[src/rtl/calendar_pkg.sv]
// calendar_pkg
// Shared encodings and date helpers for the calendar counter and anything
// else that compares dates (display, alarm).
//   SEL_*       : field-select encodings used by set mode
//   MONTH_*     : month numbers 1..12
//   is_leap     : Gregorian leap-year test
//   dim_of      : days in a given month of a given year
package calendar_pkg;

  localparam int DAY_W   = 5;
  localparam int MONTH_W = 4;

  typedef enum logic [1:0] {
    SEL_DAY   = 2'd0,
    SEL_MONTH = 2'd1,
    SEL_YEAR  = 2'd2,
    SEL_NONE  = 2'd3
  } sel_e;

  localparam logic [MONTH_W-1:0] MONTH_JAN = 4'd1;
  localparam logic [MONTH_W-1:0] MONTH_FEB = 4'd2;
  localparam logic [MONTH_W-1:0] MONTH_MAR = 4'd3;
  localparam logic [MONTH_W-1:0] MONTH_APR = 4'd4;
  localparam logic [MONTH_W-1:0] MONTH_MAY = 4'd5;
  localparam logic [MONTH_W-1:0] MONTH_JUN = 4'd6;
  localparam logic [MONTH_W-1:0] MONTH_JUL = 4'd7;
  localparam logic [MONTH_W-1:0] MONTH_AUG = 4'd8;
  localparam logic [MONTH_W-1:0] MONTH_SEP = 4'd9;
  localparam logic [MONTH_W-1:0] MONTH_OCT = 4'd10;
  localparam logic [MONTH_W-1:0] MONTH_NOV = 4'd11;
  localparam logic [MONTH_W-1:0] MONTH_DEC = 4'd12;

  // Year is taken as 32 bits so callers of any year width can share it.
  function automatic logic is_leap(input logic [31:0] year);
    return (((year % 32'd4) == 32'd0) && ((year % 32'd100) != 32'd0)) ||
           ((year % 32'd400) == 32'd0);
  endfunction

  // Illegal month codes fall into the 31-day default; they are unreachable
  // from reset, so this only keeps the function total.
  function automatic logic [DAY_W-1:0] dim_of(input logic [31:0] year,
                                              input logic [MONTH_W-1:0] month);
    logic [DAY_W-1:0] d;
    case (month)
      MONTH_APR, MONTH_JUN, MONTH_SEP, MONTH_NOV: d = 5'd30;
      MONTH_FEB: d = is_leap(year) ? 5'd29 : 5'd28;
      default:   d = 5'd31;
    endcase
    return d;
  endfunction

endpackage

[src/rtl/calendar_date_counter_days_in_month.sv]
// days_in_month
// Combinational month-length lookup, shared with the display/alarm compare.
// Ports:
//   year  in  YEAR_W   calendar year
//   month in  MONTH_W  month 1..12
//   dim   out DAY_W    days in that month of that year
//   leap  out 1        year is a leap year
module days_in_month
  import calendar_pkg::*;
#(
  parameter int YEAR_W = 12
) (
  input  logic [YEAR_W-1:0]  year,
  input  logic [MONTH_W-1:0] month,
  output logic [DAY_W-1:0]   dim,
  output logic               leap
);

  always_comb begin
    leap = is_leap(32'(year));
    dim  = dim_of(32'(year), month);
  end

endmodule

[src/rtl/calendar_date_counter.sv]
// calendar_date_counter
// Day/month/year counter advanced by a day-carry pulse, with manual set of
// each field and day clamping when month or year changes.
// Ports:
//   clk, rst         clock, synchronous active-high reset
//   tick_day         one-cycle day-carry pulse (ignored in set mode)
//   ctrl_set         set mode
//   sel, inc, dec    field select and edit strobes (set mode)
//   day/month/year   current date
//   leap, dim        combinational facts about the current date
//   carry_out        one-cycle pulse when a tick wraps MAX_YEAR to BASE_YEAR
module calendar_date_counter
  import calendar_pkg::*;
#(
  parameter int BASE_YEAR = 2025,
  parameter int MAX_YEAR  = 3025,
  parameter int YEAR_W    = 12,
  parameter int DEC_WRAP  = 0
) (
  input  logic               clk,
  input  logic               rst,
  input  logic               tick_day,
  input  logic               ctrl_set,
  input  logic [1:0]         sel,
  input  logic               inc,
  input  logic               dec,
  output logic [DAY_W-1:0]   day,
  output logic [MONTH_W-1:0] month,
  output logic [YEAR_W-1:0]  year,
  output logic               leap,
  output logic [DAY_W-1:0]   dim,
  output logic               carry_out
);

  localparam logic [YEAR_W-1:0] BASE_Y = YEAR_W'(BASE_YEAR);
  localparam logic [YEAR_W-1:0] MAX_Y  = YEAR_W'(MAX_YEAR);

  logic [DAY_W-1:0]   day_q, day_d, day_c, dim_c;
  logic [MONTH_W-1:0] month_q, month_d;
  logic [YEAR_W-1:0]  year_q, year_d;
  logic               carry_q, carry_d;
  sel_e               sel_s;

  assign sel_s = sel_e'(sel);

  days_in_month #(.YEAR_W(YEAR_W)) u_dim (
    .year  (year_q),
    .month (month_q),
    .dim   (dim),
    .leap  (leap)
  );

  always_comb begin
    day_c   = day_q;
    month_d = month_q;
    year_d  = year_q;
    carry_d = 1'b0;

    if (ctrl_set) begin
      if (inc || dec) begin
        case (sel_s)
          SEL_DAY: begin
            if (inc) day_c = (day_q >= dim) ? 5'd1 : day_q + 5'd1;
            else     day_c = (day_q <= 5'd1) ? dim : day_q - 5'd1;
          end
          SEL_MONTH: begin
            if (inc) month_d = (month_q == MONTH_DEC) ? MONTH_JAN : month_q + 4'd1;
            else     month_d = (month_q == MONTH_JAN) ? MONTH_DEC : month_q - 4'd1;
          end
          SEL_YEAR: begin
            if (inc)                  year_d = (year_q == MAX_Y) ? BASE_Y : year_q + YEAR_W'(1);
            else if (year_q != BASE_Y) year_d = year_q - YEAR_W'(1);
            else if (DEC_WRAP != 0)    year_d = MAX_Y;
            else                       year_d = BASE_Y;
          end
          default: ;
        endcase
      end
    end else if (tick_day) begin
      if (day_q < dim) begin
        day_c = day_q + 5'd1;
      end else begin
        day_c = 5'd1;
        if (month_q == MONTH_DEC) begin
          month_d = MONTH_JAN;
          if (year_q == MAX_Y) begin
            year_d  = BASE_Y;
            carry_d = 1'b1;
          end else begin
            year_d = year_q + YEAR_W'(1);
          end
        end else begin
          month_d = month_q + 4'd1;
        end
      end
    end

    // Clamp against the length of the month we are moving into, so a
    // month/year edit never leaves e.g. 31 April or 29 Feb in a common year.
    dim_c = dim_of(32'(year_d), month_d);
    day_d = (day_c > dim_c) ? dim_c : day_c;
  end

  always_ff @(posedge clk) begin
    if (rst) begin
      day_q   <= 5'd1;
      month_q <= MONTH_JAN;
      year_q  <= BASE_Y;
      carry_q <= 1'b0;
    end else begin
      day_q   <= day_d;
      month_q <= month_d;
      year_q  <= year_d;
      carry_q <= carry_d;
    end
  end

  assign day       = day_q;
  assign month     = month_q;
  assign year      = year_q;
  assign carry_out = carry_q;

endmodule

[config.mk]
export PLATFORM = sky130hd
export DESIGN_NAME = calendar_date_counter
export DESIGN_NICKNAME = d
export VERILOG_FILES = /design/src/rtl/calendar_pkg.sv /design/src/rtl/calendar_date_counter_days_in_month.sv /design/src/rtl/calendar_date_counter.sv
export SDC_FILE = /design/constraint.sdc
export NUM_CORES = 1
export LEC_CHECK = 0
export ABC_AREA = 1
export ABC_CLOCK_PERIOD_IN_PS = 9800
export CORE_MARGIN = 8
export CORE_UTILIZATION = 59
export DETAILED_ROUTE_END_ITERATION = 12
export GPL_TIMING_DRIVEN = 0
export HOLD_SLACK_MARGIN = 0.15
export PLACE_DENSITY = 0.89
export SLEW_MARGIN = 40
export SYNTH_ARGS = -nofsm -noshare
export SYNTH_HDL_FRONTEND = slang
export SYNTH_SLANG_ARGS = --single-unit
[constraint.sdc]
create_clock -name clk -period 9.8 [get_ports clk]
set_clock_uncertainty 0.1 [all_clocks]
set_input_delay 1.96 -clock clk [delete_from_list [all_inputs] [get_ports clk]]
set_output_delay 1.96 -clock clk [all_outputs]
set_load 0.01 [all_outputs]
== After elaboration in Yosys (flattened, before gate mapping) ==
Index checks and enable logic that the tools add are counted.

* Add/sub/neg operators: 6
* Div/mod/pow operators: 4
* Order comparisons: 4
* Equal/unequal tests: 16
* Mux-type cells: 31
* Bitwise operators: 2
* Reductions and logical operators: 15

{| class="wikitable"
|+ Operators with widths
! operator !! count
|-
| 32-bit zero test || 4
|-
| 12-bit two-way mux || 9
|-
| 12-bit by 7-bit remainder unit with 32-bit output, second input constant || 2
|-
| 12-bit by 9-bit remainder unit with 32-bit output, second input constant || 2
|-
| 32-bit nonzero test || 2
|-
| 5-bit two-way mux || 9
|-
| 4-bit two-way mux || 8
|-
| 4-bit == test, second input constant || 5
|-
| 4-bit by 3-bit == test with 1-bit output, second input constant || 4
|-
| 12-bit by 1-bit adder with 12-bit output, second input constant || 1
|-
| 12-bit == test, second input constant || 1
|-
| 12-bit by 11-bit inequality test with 1-bit output, second input constant || 1
|-
| 12-bit by 1-bit subtractor with 12-bit output, second input constant || 1
|-
| 5-bit case mux with 2 select lines || 1
|-
| 4-bit by 2-bit == test with 1-bit output, second input constant || 2
|-
| 4-bit OR reduction || 2
|-
| 5-bit by 1-bit adder with 5-bit output, second input constant || 1
|-
| 5-bit greater-or-equal comparator || 1
|-
| 5-bit greater-than comparator || 1
|-
| 5-bit by 1-bit <= comparator with 1-bit output, second input constant || 1
|-
| 5-bit < comparator || 1
|-
| 5-bit OR reduction || 1
|-
| 5-bit by 1-bit subtractor with 5-bit output, second input constant || 1
|-
| 4-bit by 1-bit adder with 4-bit output, second input constant || 1
|-
| other kinds (10) || 16
|}

* Bits in registers: 22

== Longest topological paths before layout ==
Gate-level depths: netlist of run 1.

* Word-level depth: 18
* Mapped depth: 93
* Gate-level depth less buffers: 92

== Modules after synthesis ==
A second synthesis of run 1 with hierarchy kept.

* Cells, all modules: 934
* Area total of the unflattened synthesis: 5353.9 um^2

{| class="wikitable"
|+ Modules (own cells, without submodules)
! module !! times used !! cells each !! area an instance (um^2) !! sequential area each (um^2)
|-
| calendar_date_counter || 1 || 711 || 4111.4 || 440.4
|-
| days_in_month || 1 || 223 || 1242.4 || 0.0
|}

== Least setup slack after synthesis of run 1 ==
No wires, ideal clock.

* Kind: reg2reg
* Start: register year_q[8] (netlist: year[8])
* End: register day_q[1] (netlist: day[1])
* Setup time: 0.070 ns
* Arrival: 8.898 ns
* Required time: 9.630 ns
* Slack: 0.733 ns
* Stages on the path, launching flop included: 81
* Buffers on the path: 2
* Clock period less this slack: 9.067 ns
* Cell sequence: dfxtp_1 buf_6 inv_1 nand2_1 nor2_1 nor2_1 ha_1 nor2_2 clkinv_1 nand3_2 inv_1 nand2_1 nand2_1 nor2_1 inv_1 nand4_4 nand3_2 nand2_1 (+45 left out) nor2_4 nand2_4 nand2_4 nand2_1 nand2_1 nand3_1 nor2_1 nand3_1 nand2_1 a21oi_1 ha_1 inv_1 a21oi_1 a211oi_1 nand2_1 inv_1 o21ai_0 a21oi_1

* Longest elaborated chain between the ends: 18

{| class="wikitable"
|+ Ends and longest elaborated chain
! item !! RTL line !! text
|-
| start: declaration || calendar_date_counter.sv:40 || <nowiki>logic [YEAR_W-1:0] year_q, year_d;</nowiki>
|-
| start signal: assignment || calendar_date_counter.sv:113 || <nowiki>year_q <= year_d;</nowiki>
|-
| 12-bit by 7-bit remainder unit with 32-bit output || calendar_pkg.sv:35 || <nowiki>return (((year % 32'd4) == 32'd0) && ((year % 32'd100) != 32'd0)) ||</nowiki>
|-
| 32-bit nonzero test || calendar_pkg.sv:35 ||
|-
| 1-bit logical AND || calendar_pkg.sv:35 ||
|-
| 1-bit logical OR * || calendar_pkg.sv:35 ||
|-
| 1-bit two-way mux * || calendar_pkg.sv:46 || <nowiki>MONTH_FEB: d = is_leap(year) ? 5'd29 : 5'd28;</nowiki>
|-
| 5-bit case mux with 2 select lines * || calendar_pkg.sv:44 || <nowiki>case (month)</nowiki>
|-
| net dim[0] || calendar_date_counter.sv:31 || <nowiki>output logic [DAY_W-1:0] dim,</nowiki>
|-
| 5-bit < comparator || calendar_date_counter.sv:80 || <nowiki>if (day_q < dim) begin</nowiki>
|-
| (+3 left out) || n/a ||
|-
| 12-bit by 7-bit remainder unit with 32-bit output || calendar_pkg.sv:35 ||
|-
| 32-bit nonzero test || calendar_pkg.sv:35 ||
|-
| 1-bit logical AND || calendar_pkg.sv:35 ||
|-
| 1-bit logical OR || calendar_pkg.sv:35 ||
|-
| 1-bit two-way mux || calendar_pkg.sv:46 ||
|-
| 2-bit case mux with 2 select lines || calendar_pkg.sv:44 ||
|-
| 5-bit greater-than comparator || calendar_date_counter.sv:101 || <nowiki>day_d = (day_c > dim_c) ? dim_c : day_c;</nowiki>
|-
| 5-bit two-way mux * || calendar_date_counter.sv:101 ||
|-
| end signal: assignment || calendar_date_counter.sv:111 || <nowiki>day_q <= day_d;</nowiki>
|-
| end: declaration || calendar_date_counter.sv:38 || <nowiki>logic [DAY_W-1:0] day_q, day_d, day_c, dim_c;</nowiki>
|}

The timed path passes the listed nets; every way through them passes the cells marked *.
A chain may end at the register's enable or synchronous reset.

== Worst setup path after layout of run 1 ==
* Start: register year_q[7] (netlist: year[7])
* End: register day_q[0] (netlist: day[0])

* Longest elaborated chain between the ends: 18

{| class="wikitable"
|+ Ends and longest elaborated chain
! item !! RTL line
|-
| 12-bit by 7-bit remainder unit with 32-bit output || calendar_pkg.sv:35
|-
| 32-bit nonzero test || calendar_pkg.sv:35
|-
| 1-bit logical AND || calendar_pkg.sv:35
|-
| 1-bit logical OR || calendar_pkg.sv:35
|-
| 1-bit two-way mux || calendar_pkg.sv:46
|-
| 5-bit case mux with 2 select lines || calendar_pkg.sv:44
|-
| 5-bit < comparator || calendar_date_counter.sv:80
|-
| 12-bit two-way mux || calendar_date_counter.sv:80
|-
| (+2 left out) || n/a
|-
| 12-bit by 7-bit remainder unit with 32-bit output || calendar_pkg.sv:35
|-
| 32-bit nonzero test || calendar_pkg.sv:35
|-
| 1-bit logical AND || calendar_pkg.sv:35
|-
| 1-bit logical OR || calendar_pkg.sv:35
|-
| 1-bit two-way mux || calendar_pkg.sv:46
|-
| 2-bit case mux with 2 select lines || calendar_pkg.sv:44
|-
| 5-bit greater-than comparator || calendar_date_counter.sv:101
|-
| 5-bit two-way mux * || calendar_date_counter.sv:101
|}

Mark *: on every way between the ends. The rest lies on a longest branch, timed or not.

==> results of run 1 <==
[cell families (layout without fill, tap and decap cells)]
| group | count (synthesis) | count (layout) |
|---|---|---|
| AO/OA/AOI/OAI | 133 | 133 |
| AND/OR/NAND/NOR | 512 | 512 |
| buffers and inverters | 137 | 231 |
| flip-flops | 22 | 22 |
| other | 1 | 3 |
| XOR/XNOR | 21 | 21 |
| adder cells (fa/ha/maj) | 17 | 17 |
[critical path, delay by kind of cell, from the launching register on]
| kind | cells | cell delay (ns) |
|---|---|---|
| DFF | 1 | 0.33 |
| adders and majority gates | 4 | 1.10 |
| and+or+nand+nor | 63 | 6.36 |
| AOI/OAI and AO/OA | 8 | 1.16 |
| buffers and inverters | 7 | 0.81 |
[metal layers]
| metal | track usage, % | wire length, um | vias up |
|---|---|---|---|
| met5 | 0 | 0 | - |
| met4 | 9.35 | 499 | 0 |
| met3 | 1.56 | 1030 | 58 |
| met2 | 39.7 | 8120 | 304 |
| met1 | 29.5 | 6400 | 2844 |
| li1 | - | - | 2968 |
[Yosys cell counts (5+ instances only)]
master | instances | share of area (%)
xnor2_1 | 5 | 0.90
buf_4 | 18 | 2.8
nand3_1 | 73 | 7.5
nor2_1 | 69 | 5.3
buf_2 | 5 | 0.52
nand3_4 | 6 | 2.2
nand4_1 | 36 | 4.6
o21ai_0 | 45 | 4.6
o21ai_1 | 7 | 0.72
nor2_4 | 9 | 2.1
nand3_2 | 9 | 1.9
a21oi_1 | 38 | 3.9
nand2_2 | 29 | 3.7
a21oi_4 | 5 | 1.7
nor2_2 | 13 | 1.7
inv_1 | 93 | 7.2
dfxtp_1 | 22 | 9.1
ha_1 | 17 | 4.4
nand2_1 | 242 | 19
inv_2 | 10 | 0.77
xor2_1 | 16 | 2.9
nand2_4 | 7 | 1.6
o211ai_1 | 9 | 1.4
[report_power, final]
part / switching (mW) / internal [mW]
Combinational: 0.700 / 0.443
Sequential: 0.00944 / 0.0949
Clock: 0.0336 / 0.0547
[flip-flops by register name, indices dropped and copies added, names as in the netlist]
signal     count
day            5
month          4
carry_out      1
year          12
[metrics by stage]
stage | hold slack, ns | instances
after floorplan | 0.530 | 845
after global placement | 0.576 | 980
after CTS | 0.650 | 1000
after global routing | 0.699 | 1044
after detailed placement | 0.591 | 980
final | 0.661 | 1044
[final cells by class]
class	instances	area (um^2)
fill	630	1780
sequential	22	447
tap	105	131
inverter	107	427
clock buffer	3	41.3
buffer	29	201
timing repair buffer	91	758
clock inverter	1	30.0
multi-input combinational	686	4280
[worst paths after layout]
path,slack (ns),depth (start not counted),startpoint,to
worst min-delay path,0.66,2,month[2],month[2]
worst min register to register,0.66,2,month[2],month[2]
worst max-delay path,-0.19,82,year[7],day[0]
worst max register to register,-0.19,82,year[7],day[0]
[repair_timing]
action                     in CTS  in global routing
setup endpoints to repair       2                  2
pin swaps                      19                 80
gates resized for setup        23                121
cloned                          0                  0
setup buffers                  16                 45
==> summary.txt, run 1 <==
Layout
  • Final net count: 965
  • Commonest non-fill, non-tap cell in the layout: nand2_1
  • Layout cells sized above 1: 28.6%
  • Finished Cell Area: 0.00632 mm^2
  • Final design utilization: 78.0%
  • Area Growth Syn to Fin: 30.1%
  • Commonest non-fill, non-tap cells in the layout: nand2_1 (206), inv_1 (83), buf_4 (78)
  • N_diodes: 0

Placement
  • Global placement routability congestion: 0.935
  • Pre-CTS WS: -0.696 ns
  • IO Port Bufs: 30
  • DP Area: 0.00529 mm^2
  • DP Wirelength: 10100 um

Timing
  • Slew Limit Fails: 0
  • # setup viols final: 2
  • TNS Setup: -0.361 ns
  • Final Cycle Share: 102%
  • Worst setup margin: -0.189 ns
  • RSZ-0062 raised after global routing: yes
  • Worst Max-Slew Pin Slew: 0.650 ns
  • Period minus WS final: 9.99 ns
  • Fmax: 0.100 GHz
  • Slew HR: 56.6%
  • Fin. Hold Viols: 0

Global routing
  • Grt ovf: 0
  • First-pass GRT wire length: 23100 um
  • Vias in the first global route: 5230
  • Largest net degree at the start of global routing: 14
  • Initial antenna violation count: 0
  • Tot GR Track Use: 23.2%

Drt
  • Final ANT Viol Nets: 0
  • Drt drc: 0
  • Initial DRC count: 690
  • Routed via count: 6174
  • Final WL: 16100 um
  • Via density: 5.91
  • Routed WL per cell: 15.4 um
  • Drt pass-1 iters: 6

Yosys
  • Largest family of logic cells by synthesized area: simple AND/OR/NAND/NOR gates
  • Number of synthesized register bits: 22
  • Compound-cell area share of the yosys netlist: 17.2%
  • Synth Area in Adders: 4.38%
  • Gate Count Post-Synth: 843
  • Post-synthesis mux area share: 0%
  • Syn Std Cell Area: 0.00485 mm^2
  • Seq/Total Area, Yosys: 9.07%
  • EDFF count, synth: 0
  • Post-Synth Simple-Gate Area: 53.0%
  • Dominant synthesized flop cell: dfxtp_1
  • Async set-reset flop share out of synthesis: 0%
  • Synth warn: 0
  • Post-Synth XOR/XNOR Area: 3.79%
  • Syn avg cell area: 5.76 um^2
  • Count of cell types in the netlist: 55

Critical path
  • WS Path Type: reg -> reg
  • CP most frequent cell: nand2_4
  • CP Launch Type: register
  • Slowest CP cell: dfxtp_2
  • Crit Path Max Fanout: 8
  • Slowest Stage Delay on Critical Path: 0.33 ns
  • Worst path arrival time: 10.07 ns
  • Critical Path RT: 9.88 ns
  • Worst Setup End Kind: register

Floorplanning
  • Placement row count: 33
  • Core outline area: 0.00809 mm^2
  • Die Area: 0.0114 mm^2
  • I/O pin count: 36
  • Effective utilization at floorplan: 60.0%
  • Chip width: 107 um
  • Die span in y: 107 um

Flow run
  • Number of max-cap violations: 0

Hold path
  • Worst Hold Class: reg -> reg

Outcome
  • Status: finished, violations left
  • Violated checks: setup timing

Power and ir drop
  • Pwr dens: 211 mW/mm^2
  • VDD IR max: 0.000303 V
  • Total Power: 1.34 mW
  • Static Leakage: 2.97 nW

Clock tree
  • H-tree depth: 1
  • CTS tree: built
  • TritonCTS Sinks: 22
  • Worst-Skew Late Latency: 0.28 ns
  • CTS Buf Count: 3
  • Root buffer cell: clkbuf_8
  • Longest Clk Path Bufs: 2
  • Clock transition at path regs: 0.09 ns
  • Hold_buf cts: 0
Power figures use the tool's default switching activity.
==> run 2, diff against run 1 <==
--- a/config.mk
+++ b/config.mk
@@ -12,7 +12,7 @@
 export DETAILED_ROUTE_END_ITERATION = 12
 export GPL_TIMING_DRIVEN = 0
 export HOLD_SLACK_MARGIN = 0.15
-export PLACE_DENSITY = 0.89
+export PLACE_DENSITY = 0.8
 export SLEW_MARGIN = 40
 export SYNTH_ARGS = -nofsm -noshare
 export SYNTH_HDL_FRONTEND = slang
==> summary.txt, run 2 (synthesized netlist as in run 1, its figures left out) <==
Floorplanning
  • Die Area: 0.0114 mm^2
  • Die span in y: 107 um
  • Effective utilization at floorplan: 60.0%
  • Chip width: 107 um
  • I/O pin count: 36
  • Placement row count: 33
  • Core outline area: 0.00809 mm^2

Drt
  • Via density: 5.99
  • Final ANT Viol Nets: 0
  • Drt pass-1 iters: 5
  • Routed via count: 6380
  • Routed WL per cell: 16.4 um
  • Final WL: 17500 um
  • Initial DRC count: 658
  • Drt drc: 0

Layout
  • Cell Count, Final, Fillers Out: 1065
  • Final net count: 986
  • N_diodes: 0
  • Commonest non-fill, non-tap cells in the layout: nand2_1 (198), buf_4 (92), inv_1 (80)
  • Layout cells sized above 1: 32.9%
  • Largest register FFs: 12
  • Commonest non-fill, non-tap cell in the layout: nand2_1
  • Area Growth Syn to Fin: 36.5%

Clock tree
  • CTS Buf Count: 3
  • Root buffer cell: clkbuf_8
  • Worst-Skew Late Latency: 0.28 ns
  • TritonCTS Sinks: 22
  • Longest Clk Path Bufs: 2
  • H-tree depth: 1
  • Clock transition at path regs: 0.10 ns
  • CTS tree: built

Power and ir drop
  • VDD IR max: 0.000340 V
  • Static Leakage: 3.10 nW
  • Combinational power share: 86.6%
  • Pwr dens: 219 mW/mm^2
  • P_int: 0.646 mW
  • Sequential fraction of design power: 7.1%
  • Net switching power: 0.802 mW
  • Sw Ratio: 55.4%
  • Total Power: 1.45 mW
  • Clock power frac: 6.3%

Critical path
  • R2r endpoint: day[0]
  • Slowest CP cell: dfxtp_2
  • WS Path Type: reg -> reg
  • Worst Setup End Kind: register
  • Crit Path Max Fanout: 9
  • Worst path arrival time: 10.32 ns
  • R2R cell count: 76
  • CP Launch Type: register
  • R2R Setup Slk: -0.39 ns
  • Slowest Stage Delay on Critical Path: 0.47 ns
  • Critical Path RT: 9.93 ns
  • R2r startpoint: year[11]

Timing
  • Period minus WS final: 10.19 ns
  • Worst Max-Slew Pin Slew: 0.587 ns
  • Slew Limit Fails: 0
  • Fin. Hold Viols: 0
  • RSZ-0062 raised after global routing: yes
  • Worst hold slack: 0.567 ns
  • Final Cycle Share: 104%
  • Slew HR: 60.8%
  • # setup viols final: 2
  • Worst setup margin: -0.391 ns
  • Fmax: 0.0981 GHz

Outcome
  • Status: finished, violations left
  • Violated checks: setup timing

Global routing
  • Grt ovf: 0
  • Most Used Layer, Global Route: met2
  • Initial antenna violation count: 0
  • First-pass GRT wire length: 24400 um
  • Tot GR Track Use: 24.9%
  • Vias in the first global route: 5400
  • Met1 GRT Util: 30.6%
  • Largest net degree at the start of global routing: 14
  • Met3 usage: 1.26%
  • Met2 Use GR: 44.0%

Placement
  • Pre-CTS WS: -0.857 ns
  • DP Wirelength: 10700 um
  • IO Port Bufs: 30
  • Global placement routability congestion: 0.940
  • DP Cell Count: 980

Hold path
  • Hold Path Depth: 3
  • Worst Hold Class: reg -> reg
  • Hold EP: year[0]
  • Worst hold start: year[0]

Flow run
  • Number of max-cap violations: 0
run 2: worst max-delay path by stage:
stage / startpoint / slack (ns) / depth (start not counted) / end
floorplan: year[8] / 0.73 / 80 / day[1]
global placement: year[7] / -0.52 / 78 / day[1]
detailed placement: year[7] / -0.86 / 76 / day[1]
CTS: year[7] / 0.003 / 81 / day[1]
global route: year[10] / -0.94 / 79 / day[1]
finish: year[11] / -0.39 / 76 / day[0]
run 2: what timing repair did:
item                                    in CTS  in global routing
endpoints found under the hold margin        0                  0
hold buffers                                 0                  0
buffers inserted                            27                 54
endpoints found under the setup margin       2                  2
resized for setup                           56                125
pin swaps                                   37                 79
run 2: per-stage QoR:
stage / util, % / cell area [um^2] / setup TNS (ns)
detailed placement: 65.4 / 5290 / -1.68
finish: 81.9 / 6630 / -0.773
global route: 81.9 / 6630 / -1.83
floorplan: - / 4860 / 0
CTS: 71.4 / 5780 / 0
global placement: 65.4 / 5290 / -1.02
run 2: routing by layer:
layer,wire (um),vias to the layer above
met3,1250,72
met1,6840,2928
met5,0,-
li1,-,3015
met4,627,0
met2,8790,365
run 2: layout make-up:
cell class                      instances  area (um^2)
Sequential cell                        22          444
Inverter                              107          425
Clock buffer                            3         41.3
Buffer                                 30          220
Timing Repair Buffer                  111          923
Clock inverter                          1         30.0
Multi-Input combinational cell        686         4410
Fill cell                             547         1470
Tap cell                              105          131
run 2: critical path: cells and delay by family, from the launching register on:
family          cells  cell delay [ns]
xor+xnor            1             0.20
fa+ha+maj           2             0.38
buf+inv            15             1.90
flops               1             0.47
compound gates      8             1.46
simple gates       50             5.56
run 2: power groups by stage:
stage,combinational [mW],sequential (mW),clock [mW]
after global routing,1.35,0.104,0.0927
final,1.25,0.103,0.0912
after global placement,0.799,0.105,0
after CTS,0.927,0.103,0.0894
after detailed placement,0.829,0.105,0
after floorplan,0.690,0.105,0
==> run 3, diff against run 2 <==
--- a/config.mk
+++ b/config.mk
@@ -6,14 +6,16 @@
 export NUM_CORES = 1
 export LEC_CHECK = 0
 export ABC_AREA = 1
-export ABC_CLOCK_PERIOD_IN_PS = 9800
+export ABC_CLOCK_PERIOD_IN_PS = 11200
 export CORE_MARGIN = 8
 export CORE_UTILIZATION = 59
 export DETAILED_ROUTE_END_ITERATION = 12
 export GPL_TIMING_DRIVEN = 0
 export HOLD_SLACK_MARGIN = 0.15
 export PLACE_DENSITY = 0.8
+export REMOVE_ABC_BUFFERS = 1
 export SLEW_MARGIN = 40
 export SYNTH_ARGS = -nofsm -noshare
 export SYNTH_HDL_FRONTEND = slang
+export SYNTH_HIERARCHICAL = 1
 export SYNTH_SLANG_ARGS = --single-unit
==> constraint.sdc (replaced) <==
create_clock -name clk -period 11.2 [get_ports clk]
set_clock_uncertainty 0.1 [all_clocks]
set_input_delay 2.24 -clock clk [delete_from_list [all_inputs] [get_ports clk]]
set_output_delay 2.24 -clock clk [all_outputs]
set_load 0.01 [all_outputs]
==> summary.txt, run 3 <==
Outcome
  • Status: complete, no violations

Critical path
  • Slowest CP cell: dfxtp_4
  • Critical Path RT: 11.33 ns
  • Slowest Stage Delay on Critical Path: 0.41 ns
  • WS Path Type: reg -> reg
  • Worst path arrival time: 10.45 ns
  • Worst Setup End Kind: register
  • CP Launch Type: register
  • Family with the most delay on the worst path: simple AND/OR/NAND/NOR gates
  • R2R Setup Slk: 0.87 ns
  • Crit Path Max Fanout: 9
  • CP most frequent cell: nand2_1
  • WP buf/inv: 9

Yosys
  • Area contributors post-synth: nand2_1 (19%), dfxtp_1 (8.2%), inv_1 (7.9%)
  • Syn avg cell area: 5.73 um^2
  • Number of synthesized register bits: 22
  • Top-area cell type share of the netlist area: 19.1%
  • EDFF count, synth: 0
  • Syn Std Cell Area: 0.00535 mm^2
  • Count of cell types in the netlist: 53
  • Gate Count Post-Synth: 934
  • Seq/Total Area, Yosys: 8.23%
  • Count leader, synth: nand2_1
  • Async set-reset flop share out of synthesis: 0%
  • Top cells by count, synth: nand2_1 (273), inv_1 (112), nand3_1 (76), nor2_1 (76), nand4_1 (50)
  • Dominant synthesized flop cell: dfxtp_1
  • Synth warn: 6
  • Largest area contributor in the netlist: nand2_1

Power and ir drop
  • Clock power frac: 6.5%
  • Sequential fraction of design power: 8.2%
  • Pwr dens: 192 mW/mm^2
  • Combinational power share: 85.3%
  • P_int: 0.495 mW
  • Sw Ratio: 58.1%
  • VDD IR max: 0.000161 V
  • Net switching power: 0.686 mW
  • Static Leakage: 3.07 nW

Timing
  • Period minus WS final: 10.33 ns
  • Worst setup margin: 0.872 ns
  • Fin. Hold Viols: 0
  • TNS Setup: 0 ns
  • Fmax: 0.0968 GHz
  • Final Cycle Share: 92.2%
  • Slew Limit Fails: 0
  • # setup viols final: 0
  • Worst Max-Slew Pin Slew: 0.875 ns
  • Slew HR: 41.5%

Drt
  • Via density: 5.83
  • Drt drc: 0
  • Final ANT Viol Nets: 0
  • Final WL: 15600 um
  • Routed WL per cell: 14.3 um
  • Drt pass-1 iters: 5
  • Initial DRC count: 627
  • Routed via count: 6359

Clock tree
  • Longest Clk Path Bufs: 2
  • Clock transition at path regs: 0.09 ns
  • CTS tree: built
  • H-tree depth: 1
  • Root buffer cell: clkbuf_8
  • TritonCTS Sinks: 22
  • Hold_buf cts: 0
  • Worst-Skew Late Latency: 0.27 ns
  • CTS Buf Count: 3

Placement
  • Pre-CTS WS: -0.280 ns
  • DP Area: 0.00569 mm^2
  • Global placement routability congestion: 0.930
  • IO Port Bufs: 32
  • DP Wirelength: 11400 um

Flow run
  • Number of max-cap violations: 0

Layout
  • Commonest non-fill, non-tap cells in the layout: nand2_1 (268), inv_1 (111), nand3_1 (76)
  • Area Growth Syn to Fin: 15.1%
  • Layout cells sized above 1: 19.3%
  • Commonest non-fill, non-tap cell in the layout: nand2_1
  • Largest register FFs: 12
  • Final net count: 1012
  • N_diodes: 0
  • Final design utilization: 70.3%
  • Finished Cell Area: 0.00616 mm^2

Floorplanning
  • Effective utilization at floorplan: 61.1%
  • Placement row count: 34
  • Die span in y: 111 um
  • Chip width: 111 um
  • Die Area: 0.0124 mm^2
  • I/O pin count: 36
  • Core outline area: 0.00876 mm^2

Global routing
  • Grt ovf: 0
  • First-pass GRT wire length: 25500 um
  • Largest net degree at the start of global routing: 30
  • Tot GR Track Use: 22.8%
  • Vias in the first global route: 5700
  • Initial antenna violation count: 0

Hold path
  • Worst Hold Class: reg -> reg
[run 3: cell families (layout without fill, tap and decap cells)]
group | count (synthesis) | in the layout | synth area share, %
AOI/OAI and AO/OA | 114 | 114 | 14.2
xor gates and xnor gates | 18 | 18 | 2.94
adders and majority gates | 20 | 20 | 4.67
buffers and inverters | 162 | 209 | 12.1
DFF | 22 | 22 | 8.23
other | 1 | 3 | 0.0700
and+or+nand+nor | 597 | 597 | 57.7
[run 3: per-stage QoR]
step	hold slack (ns)	std cells	power [mW]
finish	0.615	1091	1.18
global route	0.669	1091	1.31
CTS	0.597	1055	1.11
detailed placement	0.569	1051	1.03
global placement	0.579	1051	0.994
floorplan	0.532	911	0.870
[run 3: routing by layer]
| layer | share of wire (%) | track usage, % | up-vias |
|---|---|---|---|
| li1 | - | - | 3183 |
| met1 | 43 | 27.8 | 2923 |
| met2 | 49 | 41.4 | 218 |
| met3 | 5.9 | 2.92 | 35 |
| met4 | 2.2 | 4.36 | 0 |
| met5 | 0 | 0 | - |
[run 3: final cells by class]
class	count	area (um^2)
Multi-Input combinational cell	752	4390
Clock inverter	1	30.0
Timing Repair Buffer	68	588
Tap cell	108	135
Fill cell	788	2600
Clock buffer	3	41.3
Inverter	137	522
Sequential cell	22	457
[run 3: worst paths after layout]
check | startpoint | to | cells after the start
max reg2reg | year[7] | day[0] | 86
min | month[0] | month[0] | 3
max | year[7] | day[0] | 86
min reg2reg | month[0] | month[0] | 3
[run 3: worst reg2reg max path, delay by kind of cell (launching register included)]
family	cells	cell delay, ns
AO/OA/AOI/OAI	4	0.88
adder cells (fa/ha/maj)	5	1.18
buffers and inverters	9	0.68
flip-flops	1	0.41
AND/OR/NAND/NOR	68	7.03
[run 3: repair_timing]
| action | 4_1_cts | 5_1_grt |
|---|---|---|
| setup endpoints to repair | 2 | 2 |
| gates cloned | 0 | 0 |
| endpoints found under the hold margin | 0 | 0 |
| gates resized for setup | 2 | 31 |
| pin swaps | 0 | 13 |
| buffers inserted | 0 | 36 |
[run 3: power groups by stage]
stage / Sequential [mW] / Clock [mW] / Combinational (mW)
floorplan: 0.0971 / 0 / 0.773
global placement: 0.0989 / 0 / 0.895
detailed placement: 0.0991 / 0 / 0.930
CTS: 0.0973 / 0.0779 / 0.935
global route: 0.0976 / 0.0801 / 1.13
finish: 0.0965 / 0.0771 / 1.01
